$ cat src/rtl/fifo_pkg.sv
// Shared FIFO-family package: clog2 helper, legal parameter ranges and error codes.
// Used by sync_fifo_param (optional SYNC_FIFO_PARAM_HWM_EN build) and the async FIFO family.
package fifo_pkg;

    localparam int unsigned FIFO_MIN_DEPTH = 2;
    localparam int unsigned FIFO_MAX_DEPTH = 1024;
    localparam int unsigned FIFO_MIN_WIDTH = 1;
    localparam int unsigned FIFO_MAX_WIDTH = 512;

    localparam logic [1:0] FIFO_ERR_NONE = 2'b00;
    localparam logic [1:0] FIFO_ERR_OVF  = 2'b01;
    localparam logic [1:0] FIFO_ERR_UDF  = 2'b10;
    localparam logic [1:0] FIFO_ERR_BOTH = 2'b11;

    // Elaboration-time ceil(log2(v)); returns 0 for v <= 1.
    function automatic int unsigned clog2(input int unsigned v);
        int unsigned r;
        r = 0;
        for (int unsigned i = 0; i < 32; i++) begin
            if ((64'(1) << i) < 64'(v)) begin
                r = i + 1;
            end
        end
        return r;
    endfunction

endpackage

$ cat src/rtl/fifo_dpram.sv
// W x D simple dual-port RAM: synchronous write, combinational read (FWFT=1)
// or registered read with reset-cleared output (FWFT=0).
module fifo_dpram
    import fifo_pkg::*;
#(
    parameter int W    = 8,
    parameter int D    = 5,
    parameter int AW   = 3,
    parameter int FWFT = 1
) (
    input  logic          clk,
    input  logic          reset_n,
    input  logic          we,
    input  logic [AW-1:0] waddr,
    input  logic [W-1:0]  wdata,
    input  logic          re,
    input  logic [AW-1:0] raddr,
    output logic [W-1:0]  rdata
);

    logic [W-1:0] mem [D];

    always_ff @(posedge clk) begin
        if (we) begin
            mem[waddr] <= wdata;
        end
    end

    generate
        if (FWFT != 0) begin : g_comb_rd
            // Read strobe and reset have no role in the show-ahead path.
            logic unused_ok;
            assign unused_ok = &{1'b0, re, reset_n};
            assign rdata = mem[raddr];
        end else begin : g_reg_rd
            always_ff @(posedge clk or negedge reset_n) begin
                if (!reset_n) begin
                    rdata <= '0;
                end else if (re) begin
                    rdata <= mem[raddr];
                end
            end
        end
    endgenerate

endmodule

$ cat src/rtl/sync_fifo_param.sv
// Single-clock FIFO for any depth 2..1024 with thresholds, fill count, sticky errors.
// Define SYNC_FIFO_PARAM_HWM_EN to add the hwm (peak occupancy) output.
module sync_fifo_param
    import fifo_pkg::*;
#(
    parameter int W         = 8,
    parameter int D         = 5,
    parameter int AFULL_TH  = D - 1,
    parameter int AEMPTY_TH = 1,
    parameter int FWFT      = 1,
    parameter int CW        = clog2(D + 1)
) (
    input  logic          clk,
    input  logic          reset_n,
    input  logic          flush,
    input  logic          wr_en,
    input  logic [W-1:0]  wr_data,
    output logic          full,
    output logic          afull,
    input  logic          rd_en,
    output logic [W-1:0]  rd_data,
    output logic          rd_valid,
    output logic          empty,
    output logic          aempty,
    output logic [CW-1:0] count,
    output logic          ovf,
    output logic          udf,
    input  logic          clr_err
`ifdef SYNC_FIFO_PARAM_HWM_EN
   ,output logic [CW-1:0] hwm
`endif
);

    localparam int PW = clog2(D);
    localparam logic [PW-1:0] PTR_LAST = PW'(D - 1);

    generate
        if (D < FIFO_MIN_DEPTH || D > FIFO_MAX_DEPTH) begin : g_bad_depth
            $error("sync_fifo_param: D out of range");
        end
        if (W < FIFO_MIN_WIDTH || W > FIFO_MAX_WIDTH) begin : g_bad_width
            $error("sync_fifo_param: W out of range");
        end
        if (AFULL_TH < 1 || AFULL_TH > D || AEMPTY_TH < 0 || AEMPTY_TH > D - 1) begin : g_bad_th
            $error("sync_fifo_param: threshold out of range");
        end
    endgenerate

    logic [PW-1:0] wr_ptr;
    logic [PW-1:0] rd_ptr;
    logic          wacc;
    logic          racc;
    logic          ram_we;
    logic          ram_re;

    // Acceptance uses the pre-edge flags; flush cancels both operations.
    assign wacc   = wr_en & ~full;
    assign racc   = rd_en & ~empty;
    assign ram_we = wacc & ~flush;
    assign ram_re = racc & ~flush;

    assign full   = (count == CW'(D));
    assign empty  = (count == '0);
    assign afull  = (count >= CW'(AFULL_TH));
    assign aempty = (count <= CW'(AEMPTY_TH));

    function automatic logic [PW-1:0] ptr_inc(input logic [PW-1:0] p);
        return (p == PTR_LAST) ? '0 : p + PW'(1);
    endfunction

    always_ff @(posedge clk or negedge reset_n) begin
        if (!reset_n) begin
            wr_ptr <= '0;
            rd_ptr <= '0;
            count  <= '0;
        end else if (flush) begin
            wr_ptr <= '0;
            rd_ptr <= '0;
            count  <= '0;
        end else begin
            if (wacc) begin
                wr_ptr <= ptr_inc(wr_ptr);
            end
            if (racc) begin
                rd_ptr <= ptr_inc(rd_ptr);
            end
            count <= count + CW'(wacc) - CW'(racc);
        end
    end

    // Sticky errors survive flush; a new error outranks clr_err.
    always_ff @(posedge clk or negedge reset_n) begin
        if (!reset_n) begin
            ovf <= 1'b0;
            udf <= 1'b0;
        end else begin
            if (!flush && wr_en && full) begin
                ovf <= 1'b1;
            end else if (clr_err) begin
                ovf <= 1'b0;
            end
            if (!flush && rd_en && empty) begin
                udf <= 1'b1;
            end else if (clr_err) begin
                udf <= 1'b0;
            end
        end
    end

    generate
        if (FWFT != 0) begin : g_valid_fwft
            assign rd_valid = ~empty;
        end else begin : g_valid_reg
            always_ff @(posedge clk or negedge reset_n) begin
                if (!reset_n) begin
                    rd_valid <= 1'b0;
                end else if (flush) begin
                    rd_valid <= 1'b0;
                end else begin
                    rd_valid <= racc;
                end
            end
        end
    endgenerate

`ifdef SYNC_FIFO_PARAM_HWM_EN
    always_ff @(posedge clk or negedge reset_n) begin
        if (!reset_n) begin
            hwm <= '0;
        end else if (flush) begin
            hwm <= '0;
        end else if (count > hwm) begin
            hwm <= count;
        end
    end
`endif

    fifo_dpram #(
        .W    (W),
        .D    (D),
        .AW   (PW),
        .FWFT (FWFT)
    ) u_ram (
        .clk     (clk),
        .reset_n (reset_n),
        .we      (ram_we),
        .waddr   (wr_ptr),
        .wdata   (wr_data),
        .re      (ram_re),
        .raddr   (rd_ptr),
        .rdata   (rd_data)
    );

endmodule

$ cat config.mk
export PLATFORM = sky130hd
export DESIGN_NAME = sync_fifo_param
export DESIGN_NICKNAME = d
export VERILOG_FILES = /design/src/rtl/fifo_pkg.sv /design/src/rtl/fifo_dpram.sv /design/src/rtl/sync_fifo_param.sv
export SDC_FILE = /design/constraint.sdc
export NUM_CORES = 1
export LEC_CHECK = 0
export CAP_MARGIN = 20
export CORE_MARGIN = 1
export CORE_UTILIZATION = 45
export DETAILED_ROUTE_END_ITERATION = 7
export HOLD_SLACK_MARGIN = 0.12
export PLACE_DENSITY_LB_ADDON = 0.25
export SLEW_MARGIN = 0
export SYNTH_ARGS = -nofsm -noshare
export SYNTH_HDL_FRONTEND = slang
export SYNTH_HIERARCHICAL = 1
export SYNTH_SLANG_ARGS = --single-unit
export TNS_END_PERCENT = 20
$ cat constraint.sdc
create_clock -name clk -period 5.9 [get_ports clk]
set_clock_uncertainty 0.1 [all_clocks]
set_input_delay 0.885 -clock clk [delete_from_list [all_inputs] [get_ports clk]]
set_output_delay 0.885 -clock clk [all_outputs]
set_load 0.03 [all_outputs]
==> impl_results.md, run 1 <==
- Final hold violations: 0
- DR top layer: met4
- Routed WL: 4.246 mm
- Drt first-iter violations: 85
- Slew Limit Headroom: between 30% and 40%
- Vias in the first global route: between 1k and 1.5k
- WL met2: roughly 2.2 mm
- Clock Latency Late Sink: 0.30 ns
- Final Cycle Share: 60.10%
- Routed vias/inst: ~5.2
- # hold bufs at CTS: 0
- Synthesis Warnings: 6
- HPWL Detailed: roughly 2.8 mm
- Post-route minimum period: ~3.5 ns
- Worst Max-Slew Pin Slew: between 1 and 1.5 ns
- Syn_nets: about 190
- Layout cells sized above 1: ~9%
- WL per Instance: between 15 and 20 um
- Core Region: slightly below 5000 um2
- First-pass GRT wire length: ~6.9 mm
- Largest net degree at the start of global routing: 29
- Clock Path Buffers: 2
- IO buf count: 31
- RSZ-0062 raised after global routing: false
- PD cells: 386.0 nW/um2
- Root Buffer: clkbuf_8
- Die area: 5366 um2
- Routability cong.: slightly below 0.8
- PostCTS Resize Cnt: 0
- Post-CTS setup buffer count: 0
- Worst-path fanout max: 28
- CTS tree: built
- Worst endpoint data arrival time: approximately 2.6 ns
- Outcome: completed
- Ports: 32
- Met3 WL: around 250 um
- Met1 WL: roughly 1.8 mm
- Final-layout fill cell count: ~410
- Initial core utilization: between 40% and 50%
- Via count: around 1.4k
- Cell Rows: 25
- Worst-path clk slew: about 0.080 ns
- Register Area: roughly 1500 um2
- CP Capture Type: primary output
- Final net count: 221
- # diodes: 0
- Max-cap violation count: 0
- Footprint of the multi-input gates: slightly below 700 um2
- Remaining DRCs: 0
- Clock sink total: between 50 and 60
- Cells after Synth: 163
- Die height: between 70 and 80 um
- # setup viols final: 0
- Tot GR Track Use: roughly 18%
- Most frequent cells in the layout: edfxtp_1, clkdlybuf4s50_1, inv_1
- Hold Path Class: flop to flop
- Initial antenna violation count: 0
- Required time of the worst setup path: slightly below 5 ns
- Fmax: about 0.28 GHz
- TritonRoute pass-1 iters: 5
- Setup_tns: 0 ns
- Static Leak: between 0.9 and 1 nW
- Cell area after synthesis: ~2300 um2
- Synth Area per Inst: roughly 14 um2
- CTS Buf Count: 5
- Die width: ~73 um
- Most common cell after layout, fill and taps aside: edfxtp_1
- Critical path class: flop to primary output
- H-tree depth: 2
- Antenna Violating Nets Remaining: 0
- Grt total ovfl: 0
- Final Max Slew Viols: 0
- Syn-to-layout area delta: 20.15%
- Hold_ws: roughly 0.45 ns
- Startpoint types: flop
- Peak supply drop: between 300 and 400 uV
[worst max-delay path, cell delays in order (launching register included)]
cell             delay (ns)
dfrtp_1                1.03
and2b_4                0.28
a211oi_1               0.22
a221oi_1               0.08
clkdlybuf4s50_1        0.64
[flip-flops by register name, indices dropped and copies added (netlist names)]
register   cells
udf            1
wr_ptr         3
ovf            1
u_ram/mem     40
rd_ptr         3
count          3
[cell type report]
class | count | area share (%)
multi-input combinational | 85 | 24.79
sequential | 51 | 53.78
clock inverter | 2 | 0.4558
inverter | 21 | 2.871
clock buffer | 6 | 2.644
timing repair buffer | 35 | 12.40
tap | 67 | 3.054
[metal layers]
metal	up-vias	global-route usage [%]
met2	50	29.32
met3	3	4.664
met4	0	4.793
met5	-	0
li1	680	-
met1	656	23.23
[where the power goes]
part,internal (W),switching [W],leakage [nW]
clock,0.0000829,0.000106,0.0412
combinational,0.000184,0.000222,0.433
sequential,0.000413,0.0000510,0.510
total,0.000680,0.000379,0.985
[path summary, 6_finish.rpt]
path                              end  cells past startpoint  slack (ns)       from
hold reg to reg                   udf                      2        0.45        udf
max in group asynchronous   rd_ptr[2]                      1        4.53    reset_n
hold / removal                    udf                      2        0.45        udf
setup / recovery           rd_data[0]                      4        2.35  rd_ptr[0]
min in group asynchronous         ovf                      1        0.83    reset_n
setup reg to reg             count[2]                      8        3.74   count[1]
[through the flow]
step | std cells | power (W) | instance area, um2 | utilization (%) | setup slack, ns
6_report | 267 | 0.001060 | 2745 | 56.99 | 2.354
3_3_place_gp | 259 | 0.0008646 | 2660 | 55.22 | 2.746
4_1_cts | 267 | 0.001070 | 2745 | 56.99 | 2.335
3_5_place_dp | 259 | 0.0008791 | 2660 | 55.22 | 2.673
5_1_grt | 267 | 0.001120 | 2745 | 56.99 | 2.154
2_1_floorplan | 163 | 0.0007299 | 2285 | - | 3.200
(Power assumes the default switching activity.)
==> run 2, diff against run 1 <==
- clock period: 5.9 -> 3.38 ns (I/O delays scaled with it)
==> run 2 against run 1 <==
Compared with the run above: register-to-register slack worse by 2.5 ns; highest routed layer unchanged; sequential cell count unchanged; worst setup slack worse by 2.1 ns; combinational power up 75%.
==> impl_results.md, run 2 (synthesized netlist as in run 1, its figures left out) <==
- Final Max Slew Viols: 0 (unchanged)
- HPWL Detailed: 2.938 mm (+3.9%)
- Worst-path fanout max: 28 (unchanged)
- Startpoint types: flop
- Required time of the worst setup path: 2.77 ns (-2.14 ns)
- Root Buffer: clkbuf_8
- Syn-to-layout area delta: 20.15% (unchanged)
- # diodes: 0 (unchanged)
- Grt total ovfl: 0 (unchanged)
- CP Capture Type: primary output
- Pre-CTS setup slack: 0.5223 ns (-2.151 ns)
- Total power: 0.001838 W (+73%)
- Die width: 73.26 um (unchanged)
- Fmax: 0.3192 GHz
- Reg2reg path depth: 8 (unchanged)
- PostCTS Resize Cnt: 0 (unchanged)
- First-pass GRT wire length: 7.314 mm (+6.2%)
- Routability cong.: 0.7895 (+1.9%)
- Worst Max-Slew Pin Slew: 1.015 ns (-0.008589 ns)
- Most common cell after layout, fill and taps aside: edfxtp_1
- Reg2reg start: count[1]
- Critical path class: flop to primary output
- WL per Instance: 16.46 um (+3.5%)
- RSZ-0062 raised after global routing: false
- Final Cycle Share: 92.68%
- Cell Rows: 25 (unchanged)
- Remaining DRCs: 0 (unchanged)
- Clock sink total: 51 (unchanged)
- Slew Limit Headroom: 32.31% (+0.57 points)
- Final hold violations: 0 (unchanged)
- Max-cap violation count: 0 (unchanged)
- Number of flip-flops in the largest register: 40 (unchanged)
- Tot GR Track Use: 19.09% (+1.3 points)
- Peak supply drop: 538.7 uV (+58%)
- Final core utilization: 56.99% (unchanged)
- H-tree depth: 2 (unchanged)
- Largest net degree at the start of global routing: 29 (unchanged)
- Slowest-stage cell, CP: dfrtp_1
- Static Leak: 0.9895 nW (+0.45%)
- # hold bufs at CTS: 0 (unchanged)
- # setup viols final: 0 (unchanged)
- Core Region: 4817 um2 (unchanged)
- Routed WL: 4.394 mm (+3.5%)
- Vias in the first global route: 1449 (+3.6%)
- Die height: 73.26 um (unchanged)
- Most frequent cells in the layout: edfxtp_1, clkdlybuf4s50_1, inv_1
- TritonRoute pass-1 iters: 4 (-1)
- Drt first-iter violations: 72 (-15%)
- Final-layout fill cell count: 433 (+4.6%)
- Register Area: 1476 um2 (unchanged)
- Outcome: completed
- Reg with most FFs: u_ram/mem
- Hold Path Class: primary input to async pin
- CP cell instances: mux2i_1 > a221oi_1 > clkdlybuf4s50_1
- Clock Latency Late Sink: 0.29 ns (about the same)
- Initial core utilization: 47.43% (unchanged)
- Clock Path Buffers: 2 (unchanged)
- Ports: 32 (unchanged)
- Layout cells sized above 1: 9.000% (unchanged)
- Antenna Violating Nets Remaining: 0 (unchanged)
- Via count: 1427 (+2.7%)
- Worst endpoint data arrival time: 2.53 ns (-0.03 ns)
- Worst-path clk slew: 0.08 ns (about the same)
- Die area: 5366 um2 (unchanged)
- CP startpoint: rd_ptr[0]
- Footprint of the multi-input gates: 680.7 um2 (unchanged)
- Crit Reg-Reg Endpoint: count[2]
- R2R setup slack: 1.21 ns (-2.53 ns)
- Post-CTS setup buffer count: 0 (unchanged)
- Routed vias/inst: 5.345 (+2.7%)
- Critical Path End: rd_data[3]
- Setup ws final: 0.2473 ns (-2.107 ns)
- Crit path depth: 3 (-1)
- Final net count: 222 (+0.45%)
- CTS Buf Count: 5 (unchanged)
- Initial antenna violation count: 0 (unchanged)
- CP top delay family: flip-flops
- Setup_tns: 0 ns (unchanged)
- Post-route minimum period: ~3.1 ns
- CTS tree: built
- Max incr delay on CP: 1.02 ns (about the same)
- IO buf count: 31 (unchanged)
- Worst Path Buf+Inv: 1 (unchanged)
- PD cells: 669.6 nW/um2 (+73%)
run 2: metrics by stage:
stage,hold WS [ns],cells,instance area (um2)
floorplan,0.1114,163,2285
global placement,0.4177,260,2668
detailed placement,0.4500,260,2668
CTS,0.4625,267,2745
global route,0.4780,267,2745
finish,0.4565,267,2745
run 2: layer usage:
layer	wire length [um]	vias to the layer above	global-route usage, %	part of all wire [%]
li1	-	676	-	-
met1	1924	703	23.23	44
met2	2187	42	32.82	50
met3	210	6	4.252	4.8
met4	72	0	7.843	1.6
met5	0	-	0	0
run 2: how the worst min path moves through the flow:
| stage | to | slack [ns] | depth (start not counted) |
|---|---|---|---|
| floorplan | count[0] | 0.11 | 0 |
| global placement | udf | 0.42 | 2 |
| detailed placement | udf | 0.45 | 2 |
| CTS | udf | 0.46 | 1 |
| global route | udf | 0.48 | 1 |
| finish | ovf | 0.46 | 1 |
run 2: worst reg2reg max path, cell delays in order, from the launching register on:
cell	delay (ns)
dfrtp_1	0.47
nand3b_1	0.34
nand2_1	0.18
xor2_1	0.16
ha_1	0.16
inv_1	0.05
fa_1	0.38
xnor2_1	0.15
nor2_1	0.06
run 2: cell type report:
cell class                 count  area share (%)
clock buffer                   5           2.507
clock inverter                 2          0.3191
inverter                      21           2.871
multi-input combinational     85           24.79
sequential                    51           53.78
tap                           67           3.054
timing repair buffer          36           12.67
run 2: power by group:
part	switching (W)	internal, W	total, W	leakage [nW]
logic	0.000386	0.000323	0.000710	0.438
registers	0.0000868	0.000722	0.000809	0.510
clock network	0.000182	0.000138	0.000320	0.0414
total	0.000655	0.00118	0.00184	0.990
==> run 3, diff against run 2 <==
- CORE_UTILIZATION: 45 -> 54
==> run 3 against run 2 <==
Compared with the run above: sequential cell count stayed put; combinational power hardly changed; sequential power hardly changed; largest cell class unchanged; sequential share of layout area is 0.37 points higher; via count is 1.8% higher; die area is 16% lower; fmax is 0.39% lower; cell area is 0.59% lower; core utilization is 11 points higher; count of clock-buffer cells in the layout stayed put; largest power group unchanged.
==> impl_results.md, run 3 (synthesized netlist as in run 1, its figures left out) <==
- IO buf count: 31 (unchanged)
- Clock sink total: 51 (unchanged)
- Max incr delay on CP: 0.74 ns (-0.28 ns)
- RSZ-0062 raised after global routing: false
- Reg2reg start: count[1]
- Ports: 32 (unchanged)
- Final hold violations: 0 (unchanged)
- Die height: 67.05 um (-8.5%)
- Routability cong.: 0.7804 (-1.2%)
- GRT Max-Usage Layer: met2
- Most common cell after layout, fill and taps aside: edfxtp_1
- Fmax: 0.3180 GHz (-0.39%)
- R2R setup slack: 1.18 ns (-0.03 ns)
- CP startpoint: rd_ptr[2]
- Met2 Use GR: 37.50% (+4.7 points)
- Vias in the first global route: 1395 (-3.7%)
- CTS Buf Count: 5 (unchanged)
- Die width: 67.05 um (-8.5%)
- # setup viols final: 0 (unchanged)
- Via count: 1452 (+1.8%)
- Grt total ovfl: 0 (unchanged)
- Worst endpoint data arrival time: 2.54 ns (about the same)
- Peak supply drop: 826.3 uV (+53%)
- Most frequent cells in the layout: edfxtp_1, clkdlybuf4s50_1, inv_1
- Tot GR Track Use: 21.71% (+2.6 points)
- Cell total after placement: 242 (-6.9%)
- Psw: 0.0006743 W (+2.9%)
- Register Area: 1478 um2 (about the same)
- Initial core utilization: 56.71% (+9.3 points)
- Clock Power Share: 18.2% (+0.8 points)
- WL per Instance: 16.98 um (+3.2%)
- Internal power: 0.001187 W (+0.30%)
- Largest net degree at the start of global routing: 29 (unchanged)
- Post-CTS setup buffer count: 0 (unchanged)
- Number of flip-flops in the largest register: 40 (unchanged)
- Worst Max-Slew Pin Slew: 0.7544 ns (-0.2610 ns)
- Non-Filler Instances: 250 (-6.4%)
- Cell Rows: 23 (-8.0%)
- CP Capture Type: primary output
- Post-route minimum period: 3.145 ns (+0.01214 ns)
- Global-route track usage on met1: 25.23% (+2.0 points)
- Die area: 4495 um2 (-16%)
- # hold bufs at CTS: 0 (unchanged)
- Initial antenna violation count: 0 (unchanged)
- PostCTS Resize Cnt: 0 (unchanged)
- Core Region: 4029 um2 (-16%)
- Layout cells sized above 1: 9.500% (+0.50 points)
- Hold Path Class: primary input to async pin
- Routed WL: 4.244 mm (-3.4%)
- Logic gate share of total power: 38.2% (-0.4 points)
- Antenna Violating Nets Remaining: 0 (unchanged)
- Setup_tns: 0 ns (unchanged)
- Final net count: 221 (-0.45%)
- Outcome: completed
- Remaining DRCs: 0 (unchanged)
- Final Max Slew Viols: 0 (unchanged)
- Clock Latency Late Sink: 0.31 ns (+0.02 ns)
- Final-layout fill cell count: 293 (-32%)
- Startpoint types: flop
- Slowest-stage cell, CP: clkdlybuf4s50_1
- Clock Path Buffers: 2 (unchanged)
- First-pass GRT wire length: 6.679 mm (-8.7%)
- Footprint of the multi-input gates: 680.7 um2 (unchanged)
- Final Cycle Share: 93.04% (+0.36 points)
- TritonRoute pass-1 iters: 4 (unchanged)
- PD cells: 681.9 nW/um2 (+1.8%)
- Worst-path fanout max: 14 (-50%)
- Worst-path clk slew: 0.09 ns (about the same)
- Critical path class: flop to primary output
- Sequential Power Share: 43.5% (-0.5 points)
- Switching Fraction: 36.23% (+0.60 points)
- Slew Limit Headroom: 49.52% (+17 points)
- Static Leak: 0.9842 nW (-0.54%)
- H-tree depth: 2 (unchanged)
- HPWL Detailed: 2.955 mm (+0.57%)
- Syn-to-layout area delta: 19.44%
- Reg with most FFs: u_ram/mem
- Routed vias/inst: 5.808 (+8.7%)
- Root Buffer: clkbuf_8
- # diodes: 0 (unchanged)
- CP cell instances: nand2b_1 > a211oi_1 > a221oi_1 > clkdlybuf4s50_1
- CTS tree: built
- Global-route track usage on met3: 4.281% (+0.028 points)
- Drt first-iter violations: 79 (+9.7%)
- Required time of the worst setup path: 2.77 ns (about the same)
- Max-cap violation count: 0 (unchanged)
[run 3: cell types whose count changed in the layout (fill, tap and decap cells not counted), sizes merged]
cell,previous run,this run
buf,5,4
clkinvlp,0,1
[run 3: worst max-delay path, delay by kind of cell (launching register included)]
| family | cells | cell delay, ns |
|---|---|---|
| buf+inv | 1 | 0.74 |
| flops | 1 | 0.66 |
| simple gates | 1 | 0.43 |
| compound gates | 2 | 0.40 |
[run 3: layer usage]
metal	part of all wire [%]	routed length, um	vias up
met3	3.5	150	8
li1	-	-	684
met1	42	1785	731
met4	2.0	85	0
met5	0	0	-
met2	52	2223	29
[run 3: area by class of cell]
cell class              count  area share [%]
clock inverters             3          0.7336
clock buffers               5           2.522
flip-flops and latches     51           54.15
multi-input cells          85           24.94
inverters                  21           2.889
well taps                  50           2.293
repair buffers             35           12.47
[run 3: worst paths after layout]
kind,to,depth (start not counted)
max,rd_data[2],4
min,count[2],1
max reg2reg,u_ram/mem[1][4],5
min reg2reg,udf,2
max in group asynchronous,rd_ptr[0],1
min in group clk,udf,2
[run 3: stage by stage]
stage	setup slack [ns]	power, W	instance area, um2	util [%]	hold WS, ns
floorplan	0.7736	0.001274	2285	-	0.1114
global placement	0.5408	0.001509	2639	65.50	0.4148
detailed placement	0.4832	0.001537	2639	65.50	0.4376
CTS	0.1382	0.001872	2728	67.70	0.4540
global route	0.07194	0.001943	2729	67.73	0.4888
finish	0.2351	0.001861	2729	67.73	0.4420
[run 3: power groups by stage]
| stage | sequential (W) | combinational [W] | clock, W |
|---|---|---|---|
| 2_1_floorplan | 0.000828 | 0.000446 | 0 |
| 3_3_place_gp | 0.000818 | 0.000691 | 0 |
| 3_5_place_dp | 0.000822 | 0.000715 | 0 |
| 4_1_cts | 0.000808 | 0.000719 | 0.000346 |
| 5_1_grt | 0.000819 | 0.000760 | 0.000364 |
| 6_report | 0.000810 | 0.000711 | 0.000340 |
